### src/rtl/data_mem_responder.sv
// Responder end of the data-memory load/store handshake: one load or store
// per four-phase req/ack exchange, served from an internal RAM or from the
// switch/LED I/O locations, with a programmable wait-state delay.
module data_mem_responder #(
  parameter int unsigned DEPTH       = 64,
  parameter int unsigned WAIT_CYCLES = 2,
  parameter logic [7:0]  SW_ADDR     = 8'hFE,
  parameter logic [7:0]  LED_ADDR    = 8'hFF
) (
  input  logic       clock,
  input  logic       reset,
  input  logic       req,
  input  logic       we,
  input  logic [7:0] addr,
  input  logic [7:0] wdata,
  output logic       ack,
  output logic [7:0] rdata,
  output logic       err,
  input  logic [7:0] sw_in,
  output logic [7:0] led_out,
  output logic       busy
);

  localparam int unsigned AW      = $clog2(DEPTH);
  localparam logic [8:0]  DEPTH_W = 9'(DEPTH);

  typedef enum logic [1:0] {
    S_IDLE,
    S_WAIT,
    S_RESP
  } state_t;

  state_t      state_q, state_d;
  logic [3:0]  cnt_q, cnt_d;
  logic        we_q;
  logic [7:0]  addr_q;
  logic [7:0]  wdata_q;
  logic        capture;
  logic        commit;

  logic [7:0]  ram_q [DEPTH];
  logic [7:0]  rdata_q, rdata_d;
  logic        err_q, err_d;
  logic [7:0]  led_q, led_d;

  logic        is_ram, is_sw, is_led;
  logic [7:0]  ram_rd;

  // State register and wait counter.
  always_ff @(posedge clock) begin
    if (!reset) begin
      state_q <= S_IDLE;
      cnt_q   <= '0;
    end else begin
      state_q <= state_d;
      cnt_q   <= cnt_d;
    end
  end

  // Next-state logic; capture on request in IDLE, commit on RESP entry.
  // Every request passes through WAIT with the counter loaded to the full
  // wait count (WAIT_CYCLES = 0 spends one cycle there), so ack appears
  // WAIT_CYCLES+1 edges after the capture edge for every setting.
  always_comb begin
    state_d = state_q;
    cnt_d   = cnt_q;
    capture = 1'b0;
    commit  = 1'b0;
    unique case (state_q)
      S_IDLE: begin
        if (req) begin
          capture = 1'b1;
          cnt_d   = 4'(WAIT_CYCLES);
          state_d = S_WAIT;
        end
      end
      S_WAIT: begin
        if (cnt_q == '0) begin
          commit  = 1'b1;
          state_d = S_RESP;
        end else begin
          cnt_d = cnt_q - 4'd1;
        end
      end
      S_RESP: begin
        if (!req) state_d = S_IDLE;
      end
      default: state_d = S_IDLE;
    endcase
  end

  // Latch the transaction fields when a request is accepted.
  always_ff @(posedge clock) begin
    if (!reset) begin
      we_q    <= 1'b0;
      addr_q  <= '0;
      wdata_q <= '0;
    end else if (capture) begin
      we_q    <= we;
      addr_q  <= addr;
      wdata_q <= wdata;
    end
  end

  // Address decode on the latched address.
  always_comb begin
    is_ram = ({1'b0, addr_q} < DEPTH_W);
    is_sw  = (addr_q == SW_ADDR);
    is_led = (addr_q == LED_ADDR);
    ram_rd = ram_q[addr_q[AW-1:0]];
  end

  // RAM array: cleared on reset, written once at commit of a RAM store.
  always_ff @(posedge clock) begin
    if (!reset) begin
      for (int unsigned i = 0; i < DEPTH; i++) ram_q[i] <= '0;
    end else if (commit && we_q && is_ram) begin
      ram_q[addr_q[AW-1:0]] <= wdata_q;
    end
  end

  // Response data, error flag and LED register updates at commit.
  always_comb begin
    rdata_d = rdata_q;
    err_d   = err_q;
    led_d   = led_q;
    if (commit) begin
      err_d = !(is_ram || is_sw || is_led);
      if (we_q) begin
        if (is_led) led_d = wdata_q;
      end else if (is_ram) begin
        rdata_d = ram_rd;
      end else if (is_sw) begin
        rdata_d = sw_in;
      end else if (is_led) begin
        rdata_d = led_q;
      end else begin
        rdata_d = '0;
      end
    end
  end

  // Response/LED registers.
  always_ff @(posedge clock) begin
    if (!reset) begin
      rdata_q <= '0;
      err_q   <= 1'b0;
      led_q   <= '0;
    end else begin
      rdata_q <= rdata_d;
      err_q   <= err_d;
      led_q   <= led_d;
    end
  end

  // Outputs derived from state and registers.
  always_comb begin
    ack     = (state_q == S_RESP);
    busy    = (state_q != S_IDLE);
    rdata   = rdata_q;
    err     = err_q;
    led_out = led_q;
  end

endmodule

### config.mk
export PLATFORM = sky130hd
export DESIGN_NAME = data_mem_responder
export DESIGN_NICKNAME = d
export VERILOG_FILES = /design/src/rtl/data_mem_responder.sv
export SDC_FILE = /design/constraint.sdc
export NUM_CORES = 1
export LEC_CHECK = 0
export CAP_MARGIN = 15
export CORE_ASPECT_RATIO = 1.2
export CORE_MARGIN = 5
export CORE_UTILIZATION = 40
export CTS_BUF_LIST = sky130_fd_sc_hd__clkbuf_4 sky130_fd_sc_hd__clkbuf_8
export CTS_CLUSTER_SIZE = 16
export DETAILED_ROUTE_END_ITERATION = 8
export PLACE_DENSITY_LB_ADDON = 0.3
export RECOVER_POWER = 100
export SYNTH_ARGS = -nofsm -noshare
export SYNTH_HDL_FRONTEND = slang
export SYNTH_SLANG_ARGS = --single-unit
### constraint.sdc
create_clock -name clock -period 9.6 [get_ports clock]
set_clock_uncertainty 0.2 [all_clocks]
set_input_delay 1.92 -clock clock [delete_from_list [all_inputs] [get_ports clock]]
set_output_delay 1.92 -clock clock [all_outputs]
set_load 0.01 [all_outputs]
### Word-level counts from Yosys, hierarchy flattened

Memories as Yosys holds them, arrays and structs flattened. A register that Yosys moved wholly into a read port is not among the register bits.
Cells that the tools add are included.

* add/sub/neg operators: 1
* magnitude comparators: 1
* eq/ne operators: 8
* mux-type cells: 23
* bitwise gates (word level): 1
* reduce and logical (&&, ||, !) cells: 14

Operators by type and width (number)
* 2-to-1 mux 8 bit: 4
* 2-to-1 mux 6 bit: 3
* equality test 8 bit (second input constant): 2
* 2-to-1 mux 1 bit: 9
* AND reduction 3 bit: 3
* less-than comparator 8 x 7 -> 1 bit (second input constant): 1
* 2-to-1 mux 4 bit: 2
* inequality test 2 bit (second input constant): 4
* one-hot mux 4 bit (2 select lines): 1
* OR reduction 8 bit: 1
* 2-to-1 mux 2 bit: 3
* one-hot mux 2 bit (3 select lines): 1
* logical NOT 4 bit: 1
* nonzero test 2 bit: 2
* subtractor 4 x 1 -> 4 bit (second input constant): 1
* equality test 2 x 1 -> 1 bit (second input constant): 1
* equality test 2 bit (second input constant): 1
* logical AND 1 bit: 2
* logical NOT 2 bit: 1
* logical OR 1 bit: 2
* AND reduction 2 bit: 1
* logical NOT 1 bit: 1
* NOT 1 bit: 1

* flip-flop bits (word level): 40
* bits in writable memories: 512
* bits of input ports: 28
* output and inout bits: 19
* word-level logic and storage cells: 57
* memories kept: 1

Memory list
* ram_q: depth 64, width 8, read ports 1, clocked after Yosys merged registers in 1, write ports 64, line 41 `logic [7:0] ram_q [DEPTH];`

### Depth between registers and ports, before layout

* depth after elaboration: 10
* depth in mapped cells: 10
* mapped depth without buffers: 8

### Worst setup path before layout

No wires, ideal clock.

* path kind: input to register
* from: in reset
* to: mem ram_q[17][0], enable pin
* setup time: 384 ps
* data arrival time: 3340 ps
* data required time: 9016 ps
* setup slack: 5676 ps
* stages on the path: 5
* path buffers: 2
* cells stage by stage: nand2b_1 > or4_1 > clkbuf_1 > buf_2 > o21ai_0

RTL lines
* start, declared: line 11 `input logic reset,`
* end, declared: line 41

==> results.json <==
{
  "ctsHoldBuffers": 0,
  "violations": "max-capacitance violations, max-slew violations",
  "grt_pass1_vias": 15380,
  "crit_type": "input port to flip-flop",
  "cts-root-buf": "clkbuf_8",
  "final_hold_viol_count": 0,
  "finalSetupViolCount": 0,
  "yosys_register_bits": 558,
  "grt_max_degree": 71,
  "pwr-share-seq": 0.539,
  "dominantRegCellSynth": "edfxtp_1",
  "grt_use_total": 0.1961,
  "start_util": 0.4013,
  "hpwl_mm": 43.12,
  "max_freq_mhz": 205.2,
  "netlist_area_um2": 25760,
  "p_switching_uw": 1286,
  "synth-edff-count": 512,
  "fin_hold_ws_ps": 319.5,
  "tightest_slew_ps": 3424,
  "ant_nets": 0,
  "cts.clk_slew.worst_paths_ps": 70,
  "async_flop_share": 0,
  "cts.sinks": 558,
  "synth.area.top_cells": "edfxtp_1 60%, and2_1 12%, mux4_2 10%, dfxtp_1 3.6%, mux2i_1 2.7%",
  "grt_setup_unrepaired": "no",
  "final_cell_area_um2": 28560,
  "maxUsedRoutingLayer": "met5",
  "ios": 47,
  "p_clk_frac": 0.390,
  "p_comb_frac": 0.071,
  "vias_per_cell": 5.557,
  "status": "complete, but fails checks",
  "final_max_slew_viol_count": 41,
  "setup-tns-final_ps": 0,
  "grt-ovfl-total": 0,
  "clock_latency_ps": 680,
  "gp_congestion": 0.8391,
  "critPathLaunchType": "input port",
  "core_um2": 64190,
  "ys_seq_area_frac": 0.6326,
  "nets": 1863,
  "power.density_nw_per_um2": 185.3,
  "dieHeight_um": 288.0,
  "clock_path_buffers": 3,
  "hp-class": "flip-flop to flip-flop",
  "cts_resized": 0,
  "cts_buffers": 86,
  "place_area_um2": 26760,
  "finalCritPeriodShare": 0.5077,
  "sw_frac_of_total": 0.2430,
  "worstHoldStart": "addr_q[7]$_SDFFE_PN0P_",
  "synthToLayoutAreaGrowth_pct": 10.86,
  "wl_per_cell_um": 25.36,
  "numPortBuffers": 46,
  "die_area_um2": 69600,
  "met2_length_mm": 34.62,
  "worstPathMaxFanout": 70,
  "synth_nets": 1844,
  "postCtsSetupBuffers": 0,
  "cp_data_required_time_ps": 9960,
  "rr_endpoint": "led_out[7]$_SDFFE_PN0P_",
  "r2r_slack_ps": 4970,
  "irDropWorstVdd_mv": 0.09335,
  "maxCapViolCount": 2,
  "grt_pass1_wl_mm": 100.7,
  "yosys_warnings": 0,
  "reg2regPathDepth": 7,
  "rows": 102,
  "fin_crit_ps": 4874,
  "drc_errors": 0,
  "synth_cell_types": 58,
  "synth.top_cell.area_share": 0.5968,
  "drtIter0Drc": 1456,
  "worstPathArrival_ps": 5230,
  "wl_met1_mm": 26.88,
  "ctsHtreeMaxLevel": 3,
  "hold_depth": 2,
  "routed_wl_mm": 69.49,
  "p_int_uw": 4006,
  "syn-instance-count": 1815,
  "whs_endpoint": "addr_q[7]$_SDFFE_PN0P_",
  "yosysTopAreaCell": "edfxtp_1",
  "antenna_found_initial": 5,
  "synth_common_cells": "514 x and2_1, 512 x edfxtp_1, 115 x mux4_2, 102 x clkbuf_1, 84 x nor2_1",
  "slew_headroom": -1.304,
  "end_kind": "flip-flop",
  "p_leak_uw": 0.009494,
  "drive_gt1_frac": 0.1511,
  "vias": 15230,
  "die_w_um": 241.7,
  "r2r_start": "cnt_q[0]$_SDFFE_PN0P_",
  "cts_tree": "yes",
  "dr.pass1.iters": 5,
  "yosysMostFrequentCell": "and2_1",
  "wl_met3_mm": 4.747,
  "syn-mean-instance-area_um2": 14.19
}
-- how the worst max path moves through the flow --
stage	endpoint	startpoint	cells after the start
after CTS	ram_q[41][6]$_SDFFCE_PN0P_	reset	4
after detailed placement	ram_q[41][6]$_SDFFCE_PN0P_	reset	4
final	rdata[2]$_SDFFE_PN0P_	reset	6
after global routing	rdata[2]$_SDFFE_PN0P_	reset	6
after floorplan	ram_q[17][0]$_SDFFCE_PN0P_	reset	5
after global placement	ram_q[49][3]$_SDFFCE_PN0P_	reset	4
-- logic make-up (layout without fill, tap and decap cells) --
| family | after synthesis | count (layout) | synth area share |
|---|---|---|---|
| other | 0 | 2 | 0 |
| AND/OR/NAND/NOR | 743 | 743 | 0.1680 |
| AO/OA/AOI/OAI | 168 | 168 | 0.03881 |
| XOR/XNOR | 2 | 2 | 0.0006801 |
| buffers and inverters | 153 | 244 | 0.02657 |
| adder cells (fa/ha/maj) | 1 | 1 | 0.0004856 |
| flip-flops | 558 | 558 | 0.6326 |
| multiplexers | 190 | 190 | 0.1329 |
-- through the flow --
| step | util | std cells | power [uW] | setup slack [ps] |
|---|---|---|---|---|
| 2_1_floorplan | - | 1815 | 3092 | 5676 |
| 6_report | 0.4449 | 2740 | 5293 | 4726 |
| 3_3_place_gp | 0.4169 | 2562 | 3272 | 4210 |
| 4_1_cts | 0.4447 | 2722 | 5320 | 4816 |
| 5_1_grt | 0.4448 | 2739 | 5451 | 4600 |
| 3_5_place_dp | 0.4169 | 2562 | 3280 | 4122 |
-- registers in the layout, summed over array words and instances, names as in the netlist, named ones only --
name / cells
addr_q: 8
state_q: 2
err: 1
wdata_q: 8
led_out: 8
cnt_q: 4
rdata: 8
we_q: 1
ram_q: 512
-- power groups by stage --
stage / clock network [uW] / logic (uW) / registers, uW
6_report: 2060 / 375 / 2860
5_1_grt: 2190 / 398 / 2860
4_1_cts: 2090 / 375 / 2860
3_5_place_dp: 0 / 374 / 2910
3_3_place_gp: 0 / 368 / 2900
2_1_floorplan: 0 / 292 / 2800
-- layout make-up --
class / count / area, um^2
antenna: 2 / 5.005
fill: 5651 / 35640
clock inverter: 37 / 272.8
inverter: 7 / 26.28
multi-input combinational: 1104 / 8742
tap: 832 / 1041
clock buffer: 123 / 1511
sequential: 558 / 16340
timing repair buffer: 77 / 623.1
-- layout by cell type, fill, tap and decap left out, drive strengths merged, types with 8 or more instances in the layout --
cell,n
a211oi,15
a21oi,32
a22oi,12
and2,514
buf,12
clkbuf,143
clkdlybuf4s50,25
clkinv,30
dfxtp,46
dlygate4sd3,20
edfxtp,512
inv,8
mux2i,69
mux4,120
nand2,61
nand3b,8
nor2,90
nor2b,13
nor3,13
nor4,8
o21ai,74
o22ai,11
-- routing by layer --
layer / global-route usage / vias to the layer above
met1: 0.2377 / 7776
met2: 0.3383 / 598
met4: 0.09518 / 4
met3: 0.03853 / 135
met5: 0.004202 / -
li1: - / 6712
-- critical path, stage by stage --
cell and delay [ps]:
buf_4 390, inv_1 220, clkbuf_1 1490, nor2_1 600
a221oi_1 410, o21ai_0 120
(Power assumes the default switching activity.)
